## src/rtl/axis_traffic_generator.sv

```systemverilog
// AXI4-Stream master producing a deterministic counter or Galois-LFSR payload stream.
// Packets are PacketLength beats long; tid counts packets; every beat is registered.
module axis_traffic_generator #(
  parameter int unsigned              TDataWidth   = 32,
  parameter int unsigned              TidWidth     = 8,
  parameter int unsigned              TdestWidth   = 8,
  parameter int unsigned              PacketLength = 4,
  parameter int unsigned              DataMode     = 0,
  parameter logic [TDataWidth-1:0]    DataSeed     = '0,
  parameter logic [31:0]              LfsrTaps     = 32'h8020_0003,
  parameter logic [TdestWidth-1:0]    TdestValue   = '0
) (
  input  logic                  m_axis_aclk,
  input  logic                  m_axis_arst,
  input  logic                  tb_ena,
  output logic [TidWidth-1:0]   m_axis_tid,
  output logic [TdestWidth-1:0] m_axis_tdest,
  output logic [TDataWidth-1:0] m_axis_tdata,
  output logic                  m_axis_tvalid,
  output logic                  m_axis_tlast,
  input  logic                  m_axis_tready,
  output logic [31:0]           tx_count
);

  localparam int unsigned           BeatW     = (PacketLength > 1) ? $clog2(PacketLength) : 1;
  localparam logic [BeatW-1:0]      LastBeat  = BeatW'(PacketLength - 1);
  localparam logic [TDataWidth-1:0] Taps      = TDataWidth'(LfsrTaps);
  // An all-zero LFSR state would lock up, so the LFSR starts from 1 instead.
  localparam logic [TDataWidth-1:0] ResetData =
    (DataMode == 1 && DataSeed == '0) ? TDataWidth'(1) : DataSeed;
  localparam logic                  ResetLast = (PacketLength == 1);

  logic                  tvalid_q, tvalid_d;
  logic [TDataWidth-1:0] tdata_q, tdata_d;
  logic [BeatW-1:0]      beat_q, beat_d;
  logic                  tlast_q, tlast_d;
  logic [TidWidth-1:0]   tid_q, tid_d;
  logic [31:0]           tx_count_q, tx_count_d;
  logic [TDataWidth-1:0] next_data;

  always_comb begin
    if (DataMode == 1) begin
      next_data = tdata_q[0] ? ((tdata_q >> 1) ^ Taps) : (tdata_q >> 1);
    end else begin
      next_data = tdata_q + TDataWidth'(1);
    end
  end

  always_comb begin
    tvalid_d   = tvalid_q;
    tdata_d    = tdata_q;
    beat_d     = beat_q;
    tid_d      = tid_q;
    tx_count_d = tx_count_q;
    if (tvalid_q && m_axis_tready) begin
      tdata_d    = next_data;
      tx_count_d = tx_count_q + 32'd1;
      tvalid_d   = tb_ena;
      if (beat_q == LastBeat) begin
        beat_d = '0;
        tid_d  = tid_q + TidWidth'(1);
      end else begin
        beat_d = beat_q + BeatW'(1);
      end
    end else if (!tvalid_q) begin
      tvalid_d = tb_ena;
    end
    // tlast is derived from the next index so it is registered alongside tdata.
    tlast_d = (beat_d == LastBeat);
  end

  always_ff @(posedge m_axis_aclk or posedge m_axis_arst) begin
    if (m_axis_arst) begin
      tvalid_q   <= 1'b0;
      tdata_q    <= ResetData;
      beat_q     <= '0;
      tlast_q    <= ResetLast;
      tid_q      <= '0;
      tx_count_q <= '0;
    end else begin
      tvalid_q   <= tvalid_d;
      tdata_q    <= tdata_d;
      beat_q     <= beat_d;
      tlast_q    <= tlast_d;
      tid_q      <= tid_d;
      tx_count_q <= tx_count_d;
    end
  end

  assign m_axis_tvalid = tvalid_q;
  assign m_axis_tdata  = tdata_q;
  assign m_axis_tlast  = tlast_q;
  assign m_axis_tid    = tid_q;
  assign m_axis_tdest  = TdestValue;
  assign tx_count      = tx_count_q;

endmodule

```

## config.mk

```make
export PLATFORM = sky130hd
export DESIGN_NAME = axis_traffic_generator
export DESIGN_NICKNAME = d
export VERILOG_FILES = /design/src/rtl/axis_traffic_generator.sv
export SDC_FILE = /design/constraint.sdc
export NUM_CORES = 1
export LEC_CHECK = 0
export BUFFER_PORTS_ARGS = -buffer_cell sky130_fd_sc_hd__buf_2
export CAP_MARGIN = 20
export CELL_PAD_IN_SITES_DETAIL_PLACEMENT = 0
export CELL_PAD_IN_SITES_GLOBAL_PLACEMENT = 1
export CORE_MARGIN = 8
export CORE_UTILIZATION = 41
export CTS_CLUSTER_SIZE = 24
export DETAILED_ROUTE_END_ITERATION = 10
export HOLD_SLACK_MARGIN = 0.02
export PLACE_DENSITY = 0.86
export SLEW_MARGIN = 20
export SYNTH_ARGS = -nofsm -noshare
export SYNTH_HDL_FRONTEND = slang
export SYNTH_SLANG_ARGS = --single-unit
```

## constraint.sdc

```tcl
create_clock -name m_axis_aclk -period 2.84 [get_ports m_axis_aclk]
set_input_delay 0.426 -clock m_axis_aclk [delete_from_list [all_inputs] [get_ports m_axis_aclk]]
set_output_delay 0.426 -clock m_axis_aclk [all_outputs]
set_load 0.03 [all_outputs]
```

==> results.toml <==
[die]
dieWidth_um = 109
rows = 34
io_pins = 86
fp.dieH_um = 109
initial_core_util_pct = 41.3
dieArea_um2 = 11800
core_area_um2 = 8550

[critical_path]
cp-start-kind = "flop"
crit_arrival_ps = 2010
crit_chain = "nand4_2, nor4_4, nand4b_1, xnor2_1"
cp_max_fo = 12
endpoint_kind = "flop"
critPathKind = "flop to flop"
worstPathRequired_ps = 3060
critPathSlowestCell = "nor4_4"
cp_slowest_stage_delay_ps = 600

[cts]
clock_latency_ps = 340
clk_pin_slew_ps = 80
cts_sinks = 76
cts_buffers = 9
cts_tree = "built"
hold_buffers = 0
clk_path_buf_depth = 2
ctsHtreeMaxLevel = 3
cts_resized = 0
root_buffer = "clkbuf_8"
cts_setup_buffers = 0

[place]
dp_hpwl_um = 5750
place.gp.congestion = 0.756
port_buffers = 77

[cells_and_area]
diodes = 0
fin_nets = 400
syn_to_final_growth_pct = 20.0
drive_gt1_share_pct = 28.3

[run]
drv_cap = 0

[synth]
synth_top_area_share_pct = 53.9
synth_seq_cells = 76
synth_area_per_cell_um2 = 11.5
yosys-top-cells-area = "dfrtp_1 (54%), xnor2_1 (14%), nand4_1 (5.0%)"
ys_warn_count = 0
synth_area_leader_cell = "dfrtp_1"
synth_seq_area_share_pct = 53.9
ys_types = 30
synth_cells = 307
synth_area_um2 = 3530

[timing]
setup_violations = 0
drv_slew = 0
fin_skew_ps = 9.58
fmax_mhz = 560
final.setup.tns_ps = 0
period_share_pct = 62.9
rsz0062_at_grt = "no"
hold_violations = 0
fin_crit_ps = 1790
max_slew.worst_pin.slew_ps = 701
hold_slack_ps = 92.2
slew_headroom_pct = 53.1

[route]
final_antenna_net_count = 0
routed_wl_um = 7740
first_pass_iters = 4
viasPerCell = 5.02
wire_per_inst_um = 15.3
drc_errors = 0
drt_iter0_drc = 96
num_vias = 2529

[global_routing]
grt_start_max_net_pins = 38
grt_pass1_vias = 2607
grt-ovfl-total = 0
grt_pass1_wl_um = 13400
antenna_found_initial = 0
track_usage_pct = 14.3

[power_and_ir_drop]
ir_drop_mv = 0.456
power_density_nw_per_um2 = 689
p_leak_uw = 0.00211

[hold_path]
holdCritPathClass = "input port to asynchronous set/reset pin"

[status]
status = "completed"
[state kept, by name (all words and copies together) (netlist names)]
register	cells
m_axis_tlast	1
m_axis_tdata	32
m_axis_tid	8
tx_count	32
beat_q	2
m_axis_tvalid	1
[final timing paths]
path | from | end | slack (ps) | depth (start not counted)
hold reg to reg | m_axis_tid[7] | m_axis_tid[7] | 470 | 1
min in group m_axis_aclk | tb_ena | m_axis_tvalid | 280 | 2
setup reg to reg | m_axis_tvalid | m_axis_tdata[25] | 1050 | 4
max in group asynchronous | m_axis_arst | tx_count[2] | 2090 | 3
setup / recovery | m_axis_tvalid | m_axis_tdata[25] | 1050 | 4
hold / removal | m_axis_arst | m_axis_tdata[26] | 90 | 2
[cell usage after synthesis]
| cell type | number |
|---|---|
| ha_1 | 4 |
| nand4_4 | 1 |
| xor2_1 | 11 |
| nand3b_1 | 1 |
| inv_1 | 9 |
| nand4_1 | 28 |
| nand4_2 | 2 |
| nor3_4 | 1 |
| buf_4 | 10 |
| dfrtp_1 | 76 |
| and4b_1 | 1 |
| nor2_1 | 11 |
| nor4_2 | 4 |
| nand4b_1 | 2 |
| and4_1 | 5 |
| mux2_2 | 4 |
| nand2_1 | 25 |
| nor3_1 | 8 |
| and2_1 | 4 |
| nor4_4 | 1 |
| and3_1 | 5 |
| nor2b_1 | 1 |
| nor2_2 | 1 |
| buf_2 | 3 |
| xnor2_1 | 58 |
| conb_1 | 1 |
| nand3_1 | 25 |
| a21o_1 | 2 |
| nand3_2 | 2 |
| nor3_2 | 1 |
[cells in the final DEF (no fill, tap or decap), types with 2 or more instances in the layout]
master,instances
dfrtp_1,76
clkbuf_8,10
and3_1,5
nor4_2,4
xnor2_1,58
and2_1,4
nand4_1,28
a21o_1,2
bufinv_16,2
buf_2,77
nand4_2,2
and4_1,5
nor3_1,8
xor2_1,11
ha_1,4
conb_1,8
nand3_2,2
nand3_1,25
mux2_2,4
nand4b_1,2
buf_4,2
nor2_1,11
inv_1,8
nand2_1,25
[metal layers]
metal  wire, µm  global-route usage (%)  up-vias
met1       3540                    19.0     1230
met2       3610                    21.6       57
met3        407                    3.43       14
met4        183                    6.94        0
met5          0                       0        -
li1           -                       -     1228
[worst max-delay path: cells and delay by family (launching register included)]
family / cells / cell delay [ps]
flops: 1 / 500
xor+xnor: 1 / 160
simple gates: 3 / 1000
[cells by family (layout without fill, tap and decap cells)]
logic type	Yosys count	count (layout)	synth area share [%]
AOI/OAI and AO/OA	2	2	0.425
and+or+nand+nor	129	129	22.3
muxes	4	4	1.28
adders and majority gates	4	4	1.42
xor gates and xnor gates	69	69	17.1
other	1	8	0.106
buffers and inverters	22	104	3.51
DFF	76	76	53.9
[cell type report]
type | instances | area (µm²)
sequential | 76 | 1900
inverter | 9 | 33.8
multi-input combinational | 216 | 1530
clock inverter | 4 | 73.8
clock buffer | 11 | 141
timing repair buffer | 80 | 420
tap | 108 | 135
fill | 800 | 4310
[power breakdown]
part / leakage (µW) / total, µW / internal [µW] / switching [µW]
combinational: 0.000982 / 651 / 214 / 437
sequential: 0.00102 / 1370 / 1210 / 161
clock: 0.000109 / 898 / 515 / 383
[per-stage QoR]
stage          cell area, µm²  power (µW)  instances  setup slack (ps)  util (%)
5_1_grt                  4240        3070        504               817      49.6
2_1_floorplan            3560        1850        314               476         -
3_3_place_gp             4020        2030        489               977      47.0
6_report                 4240        2920        504              1050      49.6
4_1_cts                  4240        2960        504              1040      49.6
3_5_place_dp             4020        2060        489               971      47.0
No activity file was read; power rests on OpenSTA's default activity.
